### src/rtl/uart_cmd_master.sv
// Host-side initiator for the byte-level UART command protocol (WRITE/READ/SWRST/RUN).
// Define UART_MST_TIMEOUT_EN to let a READ abort after TIMEOUT_CYC idle receive cycles.
//
// state       | meaning
// S_IDLE      | ready for a request
// S_SEND_CMD  | issue opcode byte
// S_SEND_ADDR | issue address byte
// S_SEND_DATA | issue NBYTES payload bytes, LSB first
// S_RECV_DATA | collect NBYTES reply bytes, MSB first
// S_DONE      | one-cycle response pulse
module uart_cmd_master #(
  parameter int DATA_W      = 304,
  parameter int TIMEOUT_CYC = 1000000
) (
  input  logic              clk,
  input  logic              rst_n,
  input  logic              req_valid,
  output logic              req_ready,
  input  logic [1:0]        req_op,
  input  logic [7:0]        req_addr,
  input  logic [DATA_W-1:0] req_wdata,
  output logic              rsp_valid,
  output logic [DATA_W-1:0] rsp_rdata,
  output logic              rsp_timeout,
  output logic [7:0]        tx_byte,
  output logic              tx_byte_en,
  input  logic              tx_busy,
  input  logic [7:0]        rx_byte,
  input  logic              rx_byte_en,
  output logic              busy
);

  localparam int NBYTES = DATA_W / 8;
  localparam logic [5:0] LAST_IDX = 6'(NBYTES - 1);
  localparam logic [1:0] OP_READ  = 2'd1;

  if ((DATA_W % 8) != 0 || DATA_W < 16 || NBYTES > 63 || TIMEOUT_CYC < 1) begin : g_param_chk
    $error("uart_cmd_master: unsupported DATA_W/TIMEOUT_CYC");
  end

  typedef enum logic [2:0] {
    S_IDLE, S_SEND_CMD, S_SEND_ADDR, S_SEND_DATA, S_RECV_DATA, S_DONE
  } state_t;

  state_t            state, state_nxt;
  logic [1:0]        op_q;
  logic [7:0]        addr_q;
  logic [DATA_W-1:0] wdata_q;
  logic [DATA_W-1:0] rdata_q;
  logic [5:0]        cnt;
  logic              strb_d1, strb_d2;
  logic [7:0]        tx_byte_q;
  logic [7:0]        byte_sel;
  logic              can_tx, fire, accept, tmo_hit;

  // Two-cycle strobe guard hides the transmitter's busy-rise latency.
  assign can_tx     = !tx_busy && !strb_d1 && !strb_d2;
  assign accept     = req_valid && (state == S_IDLE);
  assign req_ready  = (state == S_IDLE);
  assign busy       = ~req_ready;
  assign tx_byte_en = fire && rst_n;
  assign tx_byte    = tx_byte_en ? byte_sel : tx_byte_q;
  assign rsp_valid  = (state == S_DONE) && rst_n;
  assign rsp_rdata  = rdata_q;

  always_ff @(posedge clk) begin
    if (!rst_n) state <= S_IDLE;
    else        state <= state_nxt;
  end

  always_comb begin
    state_nxt = state;
    fire      = 1'b0;
    byte_sel  = 8'h00;
    case (state)
      S_IDLE: if (req_valid) state_nxt = S_SEND_CMD;
      S_SEND_CMD: begin
        byte_sel = {{2'b00, op_q} + 4'd1, 4'h0};
        if (can_tx) begin
          fire      = 1'b1;
          state_nxt = op_q[1] ? S_DONE : S_SEND_ADDR;
        end
      end
      S_SEND_ADDR: begin
        byte_sel = addr_q;
        if (can_tx) begin
          fire      = 1'b1;
          state_nxt = (op_q == OP_READ) ? S_RECV_DATA : S_SEND_DATA;
        end
      end
      S_SEND_DATA: begin
        byte_sel = wdata_q[7:0];
        if (can_tx) begin
          fire = 1'b1;
          if (cnt == LAST_IDX) state_nxt = S_DONE;
        end
      end
      S_RECV_DATA: begin
        if (rx_byte_en && cnt == LAST_IDX) state_nxt = S_DONE;
        else if (tmo_hit)                  state_nxt = S_DONE;
      end
      S_DONE:  state_nxt = S_IDLE;
      default: state_nxt = S_IDLE;
    endcase
  end

  always_ff @(posedge clk) begin
    if (!rst_n) begin
      op_q      <= '0;
      addr_q    <= '0;
      wdata_q   <= '0;
      rdata_q   <= '0;
      cnt       <= '0;
      strb_d1   <= 1'b0;
      strb_d2   <= 1'b0;
      tx_byte_q <= '0;
    end else begin
      strb_d1   <= tx_byte_en;
      strb_d2   <= strb_d1;
      tx_byte_q <= tx_byte;
      if (accept) begin
        op_q    <= req_op;
        addr_q  <= req_addr;
        wdata_q <= req_wdata;
        if (req_op == OP_READ) rdata_q <= '0;
      end
      if (state == S_SEND_ADDR) cnt <= '0;
      if (state == S_SEND_DATA && fire) begin
        wdata_q <= wdata_q >> 8;
        cnt     <= cnt + 6'd1;
      end
      if (state == S_RECV_DATA && rx_byte_en) begin
        rdata_q <= {rdata_q[DATA_W-9:0], rx_byte};
        cnt     <= cnt + 6'd1;
      end
    end
  end

`ifdef UART_MST_TIMEOUT_EN
  localparam int TW = $clog2(TIMEOUT_CYC + 1);
  logic [TW-1:0] tmo_cnt;
  logic          timeout_q;

  assign tmo_hit     = (state == S_RECV_DATA) && !rx_byte_en && (tmo_cnt == TW'(TIMEOUT_CYC - 1));
  assign rsp_timeout = timeout_q;

  always_ff @(posedge clk) begin
    if (!rst_n) begin
      tmo_cnt   <= '0;
      timeout_q <= 1'b0;
    end else begin
      if (state != S_RECV_DATA || rx_byte_en) tmo_cnt <= '0;
      else                                    tmo_cnt <= tmo_cnt + TW'(1);
      if (accept)       timeout_q <= 1'b0;
      else if (tmo_hit) timeout_q <= 1'b1;
    end
  end
`else
  assign tmo_hit     = 1'b0;
  assign rsp_timeout = 1'b0;
`endif

endmodule
### config.mk
export PLATFORM = sky130hd
export DESIGN_NAME = uart_cmd_master
export DESIGN_NICKNAME = d
export VERILOG_FILES = /design/src/rtl/uart_cmd_master.sv
export SDC_FILE = /design/constraint.sdc
export NUM_CORES = 1
export LEC_CHECK = 0
export BUFFER_PORTS_ARGS = -buffer_cell sky130_fd_sc_hd__buf_2
export CAP_MARGIN = 20
export CORE_ASPECT_RATIO = 0.75
export CORE_MARGIN = 1
export CORE_UTILIZATION = 43
export DETAILED_ROUTE_END_ITERATION = 8
export GPL_TIMING_DRIVEN = 1
export HOLD_SLACK_MARGIN = 0.15
export PLACE_DENSITY = 0.71
export SYNTH_ARGS = -nofsm -noshare
export SYNTH_HDL_FRONTEND = slang
export SYNTH_SLANG_ARGS = --single-unit
### constraint.sdc
create_clock -name clk -period 4.7 [get_ports clk]
set_clock_uncertainty 0.1 [all_clocks]
set_input_delay 0.94 -clock clk [delete_from_list [all_inputs] [get_ports clk]]
set_output_delay 0.94 -clock clk [all_outputs]
set_load 0.01 [all_outputs]
; ---- Word-level counts from Yosys, hierarchy flattened
; Index checks and enable logic that the tools add are counted.
[totals]
register_bits = 637
elab_cells = 69
[op_classes]
add_sub_neg = 2
eq_ne = 14
mux = 21
bitwise_logic = 2
reduce_logical = 20
[ops]
columns = op, count
row1 = $mux 304, 3
row2 = $mux 296, 2
row3 = $mux 3, 8
row4 = $pmux 8 s3, 1
row5 = $mux 6, 3
row6 = $pmux 3 s5, 1
row7 = $ne 2x2->1 const B, 6
row8 = $logic_and 1x1->1, 8
row9 = $mux 8, 1
row10 = $add 6x1->6 const B, 1
row11 = $eq 3x2->1 const B, 2
row12 = $eq 3x3->1 const B, 2
row13 = $eq 6x6->1 const B, 1
row14 = $reduce_and 6->1, 1
row15 = $reduce_bool 2->1, 3
row16 = $eq 2x1->1 const B, 2
row17 = $add 2x1->3 const B, 1
row18 = $eq 3x1->1 const B, 1
row19 = $logic_not 1->1, 3
row20 = $logic_not 3->1, 1
row21 = $reduce_bool 3->1, 1
row22 = $reduce_or 3->1, 1
row23 = $mux 1, 2
row24 = $not 1->1, 2
row25 = other kinds (2), 2

; ---- Longest topological paths before layout
[depth]
depth_word = 8
depth_mapped = 8
depth_no_buf = 6

; ---- Least setup slack after synthesis
; OpenSTA, ideal clock, no wires.
[synth_path]
path_type = input -> output
from = in tx_busy
to = out tx_byte[4]
t_arrival_ns = 2.038
setup_slack_ns = 1.622
cell_stages = 5
n_path_buf = 2
cell_sequence = nor3_1 nand4bb_1 buf_2 buf_2 a21oi_1
[synth_between]
elab_chain_cells = 7
[synth_lines]
columns = element, line
row1 = "start, declared", 27  ; input logic tx_busy,
row2 = $logic_not 1->1, 57  ; assign can_tx = !tx_busy && !strb_d1 && !strb_d2;
row3 = $logic_and 1x1->1 (2 in series), 57
row4 = $mux 1, "79, 86, 93"
row5 = $mux 1, -
row6 = $logic_and 1x1->1, 61  ; assign tx_byte_en = fire && rst_n;
row7 = $mux 8, 62  ; assign tx_byte = tx_byte_en ? byte_sel : tx_byte_q;
row8 = "end, declared", 25  ; output logic [7:0] tx_byte,
; Every way passes these cells.

; ---- Worst setup path in the final report
; Same ends and word-level chain as after synthesis.

==> results_tabular.tex <==
\begin{tabular}{lr}
\hline
Metric & Value \\
\hline
\multicolumn{2}{l}{\textbf{Placed design}} \\
\quad Placed wire-length estimate & 51,100 um \\
\quad GPL Wtd Cong & between 0.8 and 0.9 \\
\quad Placed insts & 4,064 \\
\quad Number of port buffers & about 640 \\
\quad Placed standard-cell area & $\sim$30,000 um\^{}2 \\
\quad Worst slack after detailed placement & 0.561 ns \\
\multicolumn{2}{l}{\textbf{Global routing}} \\
\quad Largest net degree at the start of global routing & about 230 \\
\quad Number of global-route vias before repair & between 20k and 25k \\
\quad Number of antenna violations at the first check in global routing & 34 \\
\quad Global-route wire length before repair & $\sim$120,000 um \\
\quad Gr usage total & between 20\% and 30\% \\
\quad Overflow after GRT & 0 \\
\multicolumn{2}{l}{\textbf{Floorplan}} \\
\quad Count of boundary I/O pins & 644 \\
\quad Area of the die & between 60,000 and 70,000 um\^{}2 \\
\quad Horizontal extent of the die & 285 um \\
\quad Chip Height & 214 um \\
\quad Rows & a little under 80 \\
\quad Placeable core region & a little under 60,000 um\^{}2 \\
\quad Initial cell density of the core & roughly 44\% \\
\multicolumn{2}{l}{\textbf{CTS}} \\
\quad Total of hold buffers inserted after clock tree synthesis & 0 \\
\quad TritonCTS clock tree & done \\
\quad Post-cts resize count & 0 \\
\quad Number of buffers inserted during clock tree synthesis & 66 \\
\quad Insertion delay of the later-clocked pin in the worst-skew pair & about 0.6 ns \\
\quad Max Buffers Root-to-Sink & 3 \\
\quad Register clock-pin slew on the reported worst setup and hold paths & approximately 0.06 ns \\
\quad Sinks on the clock net & 637 \\
\quad Buffers inserted during post-CTS setup optimization & 0 \\
\quad Clk Tree Root Cell & clkbuf\_16 \\
\quad Number of levels the H-tree was split into & 3 \\
\multicolumn{2}{l}{\textbf{Critical path}} \\
\quad Number of buffers and inverters on the critical path & 2 \\
\quad Crit path launch type & input port \\
\quad Critical Path Fanout Max & 18 \\
\quad Arrival time at the worst endpoint & slightly above 3 ns \\
\quad Cell type of the slowest stage on the worst timing path & nand4bb\_1 \\
\quad Library cell appearing most often on the critical path & buf\_2 \\
\quad Maximum cell stage delay along the critical path & between 0.6 and 0.7 ns \\
\quad Cell Chain, Critical Path & buf\_2 -> nor3\_1 -> nand4bb\_1 -> a221oi\_1 -> a21oi\_1 -> buf\_2 \\
\quad Top delay family on crit path & simple AND/OR/NAND/NOR gates \\
\quad Category of the worst setup path capture point & output port \\
\quad Class of the most critical setup path & in2out \\
\quad Required time of the worst setup path & 3.66 ns \\
\multicolumn{2}{l}{\textbf{Timing}} \\
\quad Final setup fails & 0 \\
\quad Slew Limit Fails & 0 \\
\quad RSZ-0062 raised after global routing & no \\
\quad Worst hold slack & 0.358 ns \\
\quad Final period utilization & 88.0\% \\
\quad Maximum clock frequency & approximately 240 MHz \\
\quad Clock period minus worst slack & 4.14 ns \\
\quad Final hold viol count & 0 \\
\quad Worst-case setup margin in the final layout & between 0.5 and 0.6 ns \\
\quad Transition time of the tightest slew-check pin & about 1.2 ns \\
\quad Setup tns final & 0 ns \\
\quad Slew HR & approximately 17\% \\
\multicolumn{2}{l}{\textbf{Cells and area}} \\
\quad Most used cells in the layout excluding fill and tap cells & nand2\_1 (644), buf\_2 (641), dfxtp\_1 (637), a22oi\_1 (307), nor2b\_1 (306) \\
\quad Non-filler cells, final & $\sim$4.2k \\
\quad Post-route cell area & around 32,000 um\^{}2 \\
\quad Ratio of cells with drive above 1 in the final layout & between 20\% and 30\% \\
\quad Synth-to-Final Area Change & 22.2\% \\
\quad Final net count & 3,674 \\
\quad Most common library cell in the layout ignoring fill and taps & nand2\_1 \\
\quad Fin util & between 50 and 60\% \\
\multicolumn{2}{l}{\textbf{Power}} \\
\quad Leakage component of the power & roughly 16 nW \\
\quad Overall power & between 10 and 15 mW \\
\quad Power Dens Cells & 468 nW/um\^{}2 \\
\quad Peak supply drop & roughly 0.32 mV \\
\multicolumn{2}{l}{\textbf{Flow run}} \\
\quad Maxcap violations & 0 \\
\multicolumn{2}{l}{\textbf{Synthesis}} \\
\quad Post-Synthesis Cells & between 2k and 3k \\
\quad Seq/Total Area, Yosys & approximately half \\
\quad Number of unique standard cell types used by synthesis & 40 \\
\quad YS warnings & 0 \\
\quad Nets in the synthesized netlist & approximately 3.2k \\
\quad Synthesized cell area & between 20,000 and 30,000 um\^{}2 \\
\quad Flops \& latches, synth & $\sim$640 \\
\quad Average cell area after synthesis & 8.98 um\^{}2 \\
\multicolumn{2}{l}{\textbf{Detailed routing}} \\
\quad Mean routed wirelength per cell & between 15 and 20 um \\
\quad Wirelength, routed & $\sim$76,000 um \\
\quad Number of detailed-route iterations in the first pass & 6 \\
\quad Vias & approximately 23k \\
\quad Via count normalized by instance count & 5.37 \\
\quad Number of routed nets with antenna violations & 0 \\
\quad Iteration-0 DRC count of the detailed router & $\sim$1.9k \\
\quad Total DRC errors in the routed layout & 0 \\
\multicolumn{2}{l}{\textbf{Status}} \\
\quad Result of the run & finished clean \\
\multicolumn{2}{l}{\textbf{Hold path}} \\
\quad Type of the most critical hold path & reg2reg \\
\hline
\end{tabular}
==> sequential cells by signal (all words and copies together) (netlist names) <==
register / cells
addr_q: 8
cnt: 6
op_q: 2
rsp_rdata: 304
state: 3
strb_d1: 1
strb_d2: 1
tx_byte_q: 8
wdata_q: 304
==> cells by family after synthesis <==
logic type      after synthesis  share of synthesized area (%)
buf+inv                     288                           4.99
fa+ha+maj                     4                          0.194
mux                           7                          0.276
other cells                   1                         0.0145
compound gates              655                           21.7
flops                       637                           49.3
simple gates               1285                           23.5
==> synth_stat cells <==
library cell | n | area (um^2)
a21boi_0 | 12 | 90.1
buf_1 | 8 | 30.0
a22oi_1 | 307 | 2300
o311ai_0 | 1 | 8.76
and3b_1 | 1 | 8.76
o21ai_0 | 11 | 55.1
mux2i_1 | 6 | 60.1
buf_4 | 3 | 22.5
inv_1 | 9 | 33.8
nand3_1 | 301 | 1510
nand4bb_1 | 1 | 11.3
a21boi_1 | 1 | 7.51
a221oi_1 | 2 | 17.5
a21oi_2 | 1 | 8.76
nor2b_1 | 306 | 1910
nor2_1 | 4 | 15.0
clkbuf_1 | 115 | 432
or2_2 | 1 | 6.26
nor3b_1 | 1 | 7.51
dfxtp_1 | 637 | 12800
buf_2 | 152 | 761
or3_1 | 2 | 12.5
mux2_2 | 1 | 11.3
a31oi_1 | 2 | 12.5
a31oi_4 | 1 | 21.3
ha_1 | 4 | 50.1
a21oi_1 | 13 | 65.1
o211a_1 | 296 | 2960
and2_1 | 12 | 75.1
o311a_1 | 1 | 10.0
and4bb_2 | 1 | 12.5
nor3_4 | 1 | 16.3
nor3_1 | 4 | 20.0
nand2_1 | 645 | 2420
o31ai_1 | 5 | 37.5
or4_1 | 3 | 22.5
nand2b_1 | 2 | 12.5
buf_6 | 1 | 11.3
o21a_1 | 2 | 15.0
conb_1 | 1 | 3.75
==> power by group <==
| group | switching, mW | internal, mW |
|---|---|---|
| combinational | 1.77 | 1.25 |
| sequential | 0.383 | 6.00 |
| clock | 2.21 | 3.17 |
==> layout make-up <==
class | instances | area, um^2
Inverter | 9 | 33.8
Timing Repair Buffer | 677 | 3720
Antenna cell | 18 | 45.0
Sequential cell | 637 | 12800
Fill cell | 5499 | 27600
Tap cell | 790 | 988
Clock inverter | 22 | 318
Clock buffer | 94 | 1900
Multi-Input combinational cell | 1952 | 11800
==> path summary, 6_finish.rpt <==
path | start | slack [ns] | depth (start not counted) | end
worst max-delay path | tx_busy | 0.56 | 6 | tx_byte[4]
worst min-delay path | wdata_q[299] | 0.36 | 2 | wdata_q[299]
worst min register to register | wdata_q[299] | 0.36 | 2 | wdata_q[299]
worst max register to register | state[2] | 1.74 | 7 | wdata_q[100]
==> tightest hold or removal path, stage by stage, from the launching register on <==
cell     delay, ns
dfxtp_1       0.31
nand2_1       0.05
a21oi_1       0.05
==> routing by layer <==
metal / part of all wire [%] / global-route usage (%) / routed length, um / vias to the layer above
met5: 0.24 / 0 / 184 / -
met4: 2.4 / 7.49 / 1810 / 30
met3: 7.7 / 7.34 / 5840 / 135
met2: 47 / 38.0 / 35900 / 598
met1: 43 / 30.0 / 32300 / 10700
li1: - / - / - / 11000
(Power assumes the default switching activity.)
